**src/rtl/issue_ctrl.sv**
```systemverilog
`default_nettype none
// ============================================================================
// Module   : issue_ctrl
// Brief    : Single-entry decode-to-execute issue controller with a
//            register scoreboard and ctrl/sys serialization.
//            Optional macro ISSUE_WB_BYPASS_EN: hazard check ignores the
//            scoreboard bit being cleared by the same-cycle writeback.
// Revision : 1.0 - initial release
// ============================================================================
module issue_ctrl #(
    parameter int REG_ID_WIDTH    = 5,
    parameter int NUM_REGS        = 32,
    parameter int PAYLOAD_WIDTH   = 128,
    parameter int STALL_CNT_WIDTH = 32
) (
    input  logic                       clk,
    input  logic                       rst_n,
    input  logic                       in_valid,
    output logic                       in_ready,
    input  logic [PAYLOAD_WIDTH-1:0]   in_payload,
    input  logic [REG_ID_WIDTH-1:0]    in_rs1,
    input  logic [REG_ID_WIDTH-1:0]    in_rs2,
    input  logic [REG_ID_WIDTH-1:0]    in_rd,
    input  logic                       in_uses_rs1,
    input  logic                       in_uses_rs2,
    input  logic                       in_reg_write,
    input  logic                       in_is_ctrl,
    input  logic                       in_is_sys,
    output logic                       issue_valid,
    input  logic                       issue_ready,
    output logic [PAYLOAD_WIDTH-1:0]   issue_payload,
    output logic [REG_ID_WIDTH-1:0]    issue_rd,
    output logic                       issue_reg_write,
    input  logic                       wb_valid,
    input  logic [REG_ID_WIDTH-1:0]    wb_rd,
    input  logic                       resolve_valid,
    input  logic                       redirect,
    input  logic                       sys_done,
    output logic [NUM_REGS-1:0]        busy_mask,
    output logic [STALL_CNT_WIDTH-1:0] stall_cycles
);

    typedef enum logic [1:0] {
        S_RUN       = 2'd0,
        S_WAIT_CTRL = 2'd1,
        S_WAIT_SYS  = 2'd2
    } state_t;

    state_t                      r_state;
    state_t                      w_state_nxt;
    logic                        r_hold_valid;
    logic [REG_ID_WIDTH-1:0]     r_rs1;
    logic [REG_ID_WIDTH-1:0]     r_rs2;
    logic                        r_uses_rs1;
    logic                        r_uses_rs2;
    logic                        r_is_ctrl;
    logic                        r_is_sys;
    logic [NUM_REGS-1:0]         r_sb;
    logic [NUM_REGS-1:0]         w_sb_nxt;
    logic [NUM_REGS-1:0]         w_sb_haz;
    logic [NUM_REGS-1:0]         w_wb_clr;
    logic [NUM_REGS-1:0]         w_rd_set;
    logic [STALL_CNT_WIDTH-1:0]  r_stall;
    logic                        w_hazard;
    logic                        w_fire;
    logic                        w_accept;
    logic                        w_flush;

    localparam logic [NUM_REGS-1:0] c_ONE = NUM_REGS'(1);

    assign w_wb_clr = wb_valid ? (c_ONE << wb_rd) : '0;
    assign w_rd_set = (w_fire && issue_reg_write && (issue_rd != '0)) ? (c_ONE << issue_rd) : '0;
    // Set is applied after clear so a same-cycle issue of the same rd wins; x0 is never tracked.
    assign w_sb_nxt = ((r_sb & ~w_wb_clr) | w_rd_set) & ~c_ONE;

`ifdef ISSUE_WB_BYPASS_EN
    assign w_sb_haz = r_sb & ~w_wb_clr;
`else
    assign w_sb_haz = r_sb;
`endif

    assign w_hazard = (r_uses_rs1 && w_sb_haz[r_rs1]) ||
                      (r_uses_rs2 && w_sb_haz[r_rs2]) ||
                      (issue_reg_write && w_sb_haz[issue_rd]);

    assign issue_valid = r_hold_valid && (r_state == S_RUN) && !w_hazard &&
                         (!r_is_sys || (r_sb == '0));
    assign w_fire      = issue_valid && issue_ready;
    // A flush only happens in a wait state with hold occupied, where in_ready is already low.
    assign in_ready    = !r_hold_valid || w_fire;
    assign w_accept    = in_valid && in_ready;
    assign busy_mask   = r_sb;
    assign stall_cycles = r_stall;

    always_comb begin
        w_state_nxt = r_state;
        w_flush     = 1'b0;
        case (r_state)
            S_RUN: begin
                if (w_fire && r_is_ctrl) begin
                    w_state_nxt = S_WAIT_CTRL;
                end else if (w_fire && r_is_sys) begin
                    w_state_nxt = S_WAIT_SYS;
                end
            end
            S_WAIT_CTRL: begin
                if (resolve_valid) begin
                    w_state_nxt = S_RUN;
                    w_flush     = redirect && r_hold_valid;
                end
            end
            S_WAIT_SYS: begin
                if (sys_done) begin
                    w_state_nxt = S_RUN;
                    w_flush     = redirect && r_hold_valid;
                end
            end
            default: w_state_nxt = S_RUN;
        endcase
    end

    always_ff @(posedge clk or negedge rst_n) begin
        if (!rst_n) begin
            r_state         <= S_RUN;
            r_hold_valid    <= 1'b0;
            r_rs1           <= '0;
            r_rs2           <= '0;
            r_uses_rs1      <= 1'b0;
            r_uses_rs2      <= 1'b0;
            r_is_ctrl       <= 1'b0;
            r_is_sys        <= 1'b0;
            issue_payload   <= '0;
            issue_rd        <= '0;
            issue_reg_write <= 1'b0;
            r_sb            <= '0;
            r_stall         <= '0;
        end else begin
            r_state <= w_state_nxt;
            r_sb    <= w_sb_nxt;
            if (w_flush) begin
                r_hold_valid <= 1'b0;
            end else if (w_accept) begin
                r_hold_valid    <= 1'b1;
                r_rs1           <= in_rs1;
                r_rs2           <= in_rs2;
                r_uses_rs1      <= in_uses_rs1;
                r_uses_rs2      <= in_uses_rs2;
                r_is_ctrl       <= in_is_ctrl;
                r_is_sys        <= in_is_sys;
                issue_payload   <= in_payload;
                issue_rd        <= in_rd;
                issue_reg_write <= in_reg_write;
            end else if (w_fire) begin
                r_hold_valid <= 1'b0;
            end
            if (r_hold_valid && !issue_valid && (r_stall != '1)) begin
                r_stall <= r_stall + STALL_CNT_WIDTH'(1);
            end
        end
    end

endmodule
`default_nettype wire
```
**config.mk**
```make
export PLATFORM = sky130hd
export DESIGN_NAME = issue_ctrl
export DESIGN_NICKNAME = d
export VERILOG_FILES = /design/src/rtl/issue_ctrl.sv
export SDC_FILE = /design/constraint.sdc
export NUM_CORES = 1
export LEC_CHECK = 0
export ABC_AREA = 1
export ABC_CLOCK_PERIOD_IN_PS = 2200
export CAP_MARGIN = 20
export CORE_AREA = 2 2 167 169
export CTS_BUF_LIST = sky130_fd_sc_hd__clkbuf_16
export DETAILED_ROUTE_END_ITERATION = 8
export DIE_AREA = 0 0 169 171
export GPL_TIMING_DRIVEN = 0
export PLACE_DENSITY_LB_ADDON = 0.1
export SLEW_MARGIN = 10
export SYNTH_ARGS = -nofsm -noshare
export SYNTH_HDL_FRONTEND = slang
export SYNTH_SLANG_ARGS = --single-unit
```
**constraint.sdc**
```tcl
create_clock -name clk -period 2.2 [get_ports clk]
set_input_delay 0.44 -clock clk [delete_from_list [all_inputs] [get_ports clk]]
set_output_delay 0.44 -clock clk [all_outputs]
set_load 0.01 [all_outputs]
```
==> flow_summary_export.csv <==
group,metric,value,unit
finish,final-seq-area,5360,sq um
worst_setup_path,setup.worst_path.end_class,"output port",
timing,finClkSkew,0.0120,ns
pwr,power_leakage,0.00781,uW
yosys,synth_flop_cell,"dfrtp_1",
timing,setup_viol,209,
place,dp_hpwl,30000,um
routing,avgViaCountPerCell,5.10,
finish,nets,2007,
pwr,p_per_area,1440,nW/um^2
worst_setup_path,crit_start,"issue_rd[0]$_DFFE_PN0P_",
place,portBuffers,356,
die,dieArea,28900,sq um
yosys,netlist_area,10800,sq um
pwr,ir_drop,0.773,mV
routing,wl_per_cell,18.4,um
yosys,synthArstFlopShare,100,%
clock_tree,clk_latency,0.55,ns
routing,ant_nets,0,
yosys,syn_area_per_cell,7.57,sq um
clock_tree,path_clk_slew,0.06,ns
timing,fmax,0.363,GHz
worst_setup_path,crit_path_top_delay_cell,"dfrtp_2",
finish,fin_area,16600,sq um
worst_setup_path,path_cells,"buf_8, buf_8, o21ai_2, nand2_1, nand3_1, nand3_2, nand3_2, nand3_2, nand2_4, nor2_8, nand2_2, nand2_4, buf_6, buf_6",
worst_setup_path,worstPathArrival,2.32,ns
die,num_rows,61,
status,status,"finished with violations",
routing,routed_wl,40700,um
flow_run,maxCapViolCount,0,
timing,relSlewSlack,58.2,%
die,io_pins,361,
grt,grt_pass1_vias,11100,
yosys,synth_warnings,0,
hold_path,hold_class,"in2async",
routing,drt_iter0_markers,821,
worst_setup_path,critPathMaxFanout,5,
yosys,synth_edf_count,0,
worst_setup_path,critical_path_class,"reg2out",
yosys,netlist_instances,1420,
finish,area_growth,54.4,%
finish,layout-drive-gt1-share,12.7,%
place,preCtsSetupSlack,-0.905,ns
clock_tree,cts_buffer_depth,3,
timing,tightest_slew,0.621,ns
status,violations,"negative setup slack",
yosys,synth_fp_nets,1585,
clock_tree,cts.htree.levels,1,
die,start_util,39.3,%
pwr,p_total,24000,uW
timing,min_period_over_period,125,%
clock_tree,numClockSinks,214,
grt,grt_remaining_overflow,0,
die,core-area,27300,sq um
finish,multi_input_area,5050,sq um
timing,hold_viol,0,
timing,setup_ws,-0.558,ns
finish,fin_util,60.7,%
worst_setup_path,startpoint_type,"flop",
clock_tree,cts_buffers,26,
worst_setup_path,reg2reg_from,"issue_rd[0]$_DFFE_PN0P_",
timing,grt_setup_unrepaired,"true",
die,dieHeight,171,um
timing,period_needed,2.76,ns
yosys,yosysSeqAreaShare,49.8,%
worst_setup_path,max_stage_delay,0.45,ns
routing,first_pass_iters,5,
grt,grt_max_degree,92,
place,place_congestion,0.938,
grt,antenna_found_initial,8,
grt,grtUsageTotal,27.6,%
finish,fillCellCount,2546,
yosys,synth_cell_types,32,
place,place_area,14800,sq um
grt,grt_pass1_wl,62300,um
die,die_w,169,um
worst_setup_path,worstPathRequired,1.76,ns
clock_tree,cts_tree,"done",
clock_tree,root_buffer,"clkbuf_16",
worst_setup_path,cpMostUsedCell,"nand3_2",
timing,slew_viol_final,0,
routing,vias,11300,
routing,drc,0,
yosys,ys_ff_latch,214,
==> sequential cells by signal, indices dropped and copies added (netlist names) <==
| name | cells |
|---|---|
| issue_payload | 128 |
| r_is_ctrl | 1 |
| issue_reg_write | 1 |
| issue_rd | 5 |
| r_state | 2 |
| r_hold_valid | 1 |
| r_uses_rs2 | 1 |
| stall_cycles | 32 |
| r_uses_rs1 | 1 |
| r_is_sys | 1 |
| busy_mask | 31 |
| r_rs2 | 5 |
| r_rs1 | 5 |
==> through the flow <==
step	hold WS, ns	setup TNS (ns)	std cells
5_1_grt	0.430	-80.54	2207
3_5_place_dp	0.399	-86.99	2124
3_3_place_gp	0.454	-1961.92	2122
6_report	0.403	-53.92	2210
4_1_cts	0.374	-53.89	2198
2_1_floorplan	0.144	0	1420
==> cell families (layout without fill, tap and decap cells) <==
family	count (synthesis)	in the layout	share of synthesized area [%]
and+or+nand+nor	926	927	36.8
DFF	214	214	49.8
buffers and inverters	166	604	6.73
AOI/OAI and AO/OA	78	78	3.67
xor gates and xnor gates	31	31	2.53
adders and majority gates	4	4	0.466
other	1	6	0.0349
==> final cells by class <==
class | instances | share of cell area, %
clock buffers | 26 | 3.92
well taps | 346 | 2.61
inverters | 83 | 2.01
diodes | 5 | 0.0754
flip-flops and latches | 214 | 32.3
repair buffers | 394 | 24.2
multi-input cells | 1041 | 30.4
plain buffers | 82 | 3.67
clock inverters | 19 | 0.792
==> power breakdown <==
part | leakage (uW) | internal (uW) | total (uW) | switching, uW
clock network | 0.000403 | 2260 | 4000 | 1740
logic | 0.00466 | 6240 | 13300 | 7090
registers | 0.00274 | 5490 | 6650 | 1160
==> worst max-delay path, delay by kind of cell (launching register included) <==
family	cells	cell delay, ns
AOI/OAI and AO/OA	1	0.11
buffers and inverters	4	0.53
DFF	1	0.45
and+or+nand+nor	9	0.65
==> path summary, 6_finish.rpt <==
check                                           endpoint  cells past startpoint  slack, ns
max                                             in_ready                     14      -0.56
min                               busy_mask[5]$_DFF_PN0_                      2       0.40
max reg2reg                      busy_mask[25]$_DFF_PN0_                     19      -0.48
min reg2reg                issue_payload[44]$_DFFE_PN0P_                      2       0.47
max in group asynchronous  issue_payload[25]$_DFFE_PN0P_                      4       0.59
min in group clk                 busy_mask[15]$_DFF_PN0_                      4       0.41
==> layout by cell type (no fill, tap or decap), types with 22 or more instances in the layout <==
cell             Yosys  final
nor2_1              65     62
dfrtp_1            214    209
nand3_1            255    228
nor3_1              22     22
clkbuf_1            35     24
nand4_1             23     23
clkdlybuf4s50_1      0    353
buf_4                7     36
nand2_1            542    511
clkbuf_16            0     28
inv_1               78     79
o21ai_0             69     37
buf_6                4     26
xor2_1              23     23
nand2_2              5     29
nand3_2              0     27
==> synthesized netlist by cell type (2+ instances only) <==
cell type  count  area (sq um)
nand2_2        5          31.3
buf_4          7          52.6
nor2_1        65           244
clkbuf_1      35           131
xor2_1        23           201
dfrtp_1      214          5360
buf_1          2          7.51
nor3_1        22           110
inv_1         78           293
a21oi_1        4          20.0
buf_6          4          45.0
buf_2         35           175
xnor2_1        8          70.1
ha_1           4          50.1
o21ai_1        3          15.0
o21ai_0       69           345
inv_2          4          15.0
nor4_1         7          43.8
nand4_1       23           144
nand3_1      255          1280
nand2_1      542          2030
==> metal layers <==
metal  up-vias  track usage [%]  routed length [um]
met5         -            0.870                  57
met4         6             10.5                1630
met3        91             7.77                3460
met2       441             45.7               19500
met1      5301             34.5               16100
li1       5434                -                   -
==> timing repair <==
| item | 4_1_cts | 5_1_grt |
|---|---|---|
| hold buffers | 1 | 0 |
| gates resized for setup | 133 | 114 |
| endpoints found under the hold margin | 58 | 0 |
| endpoints found under the setup margin | 214 | 216 |
| buffers inserted | 19 | 7 |
| cloned | 10 | 1 |
| pin swaps | 22 | 29 |
Power figures use the tool's default switching activity.
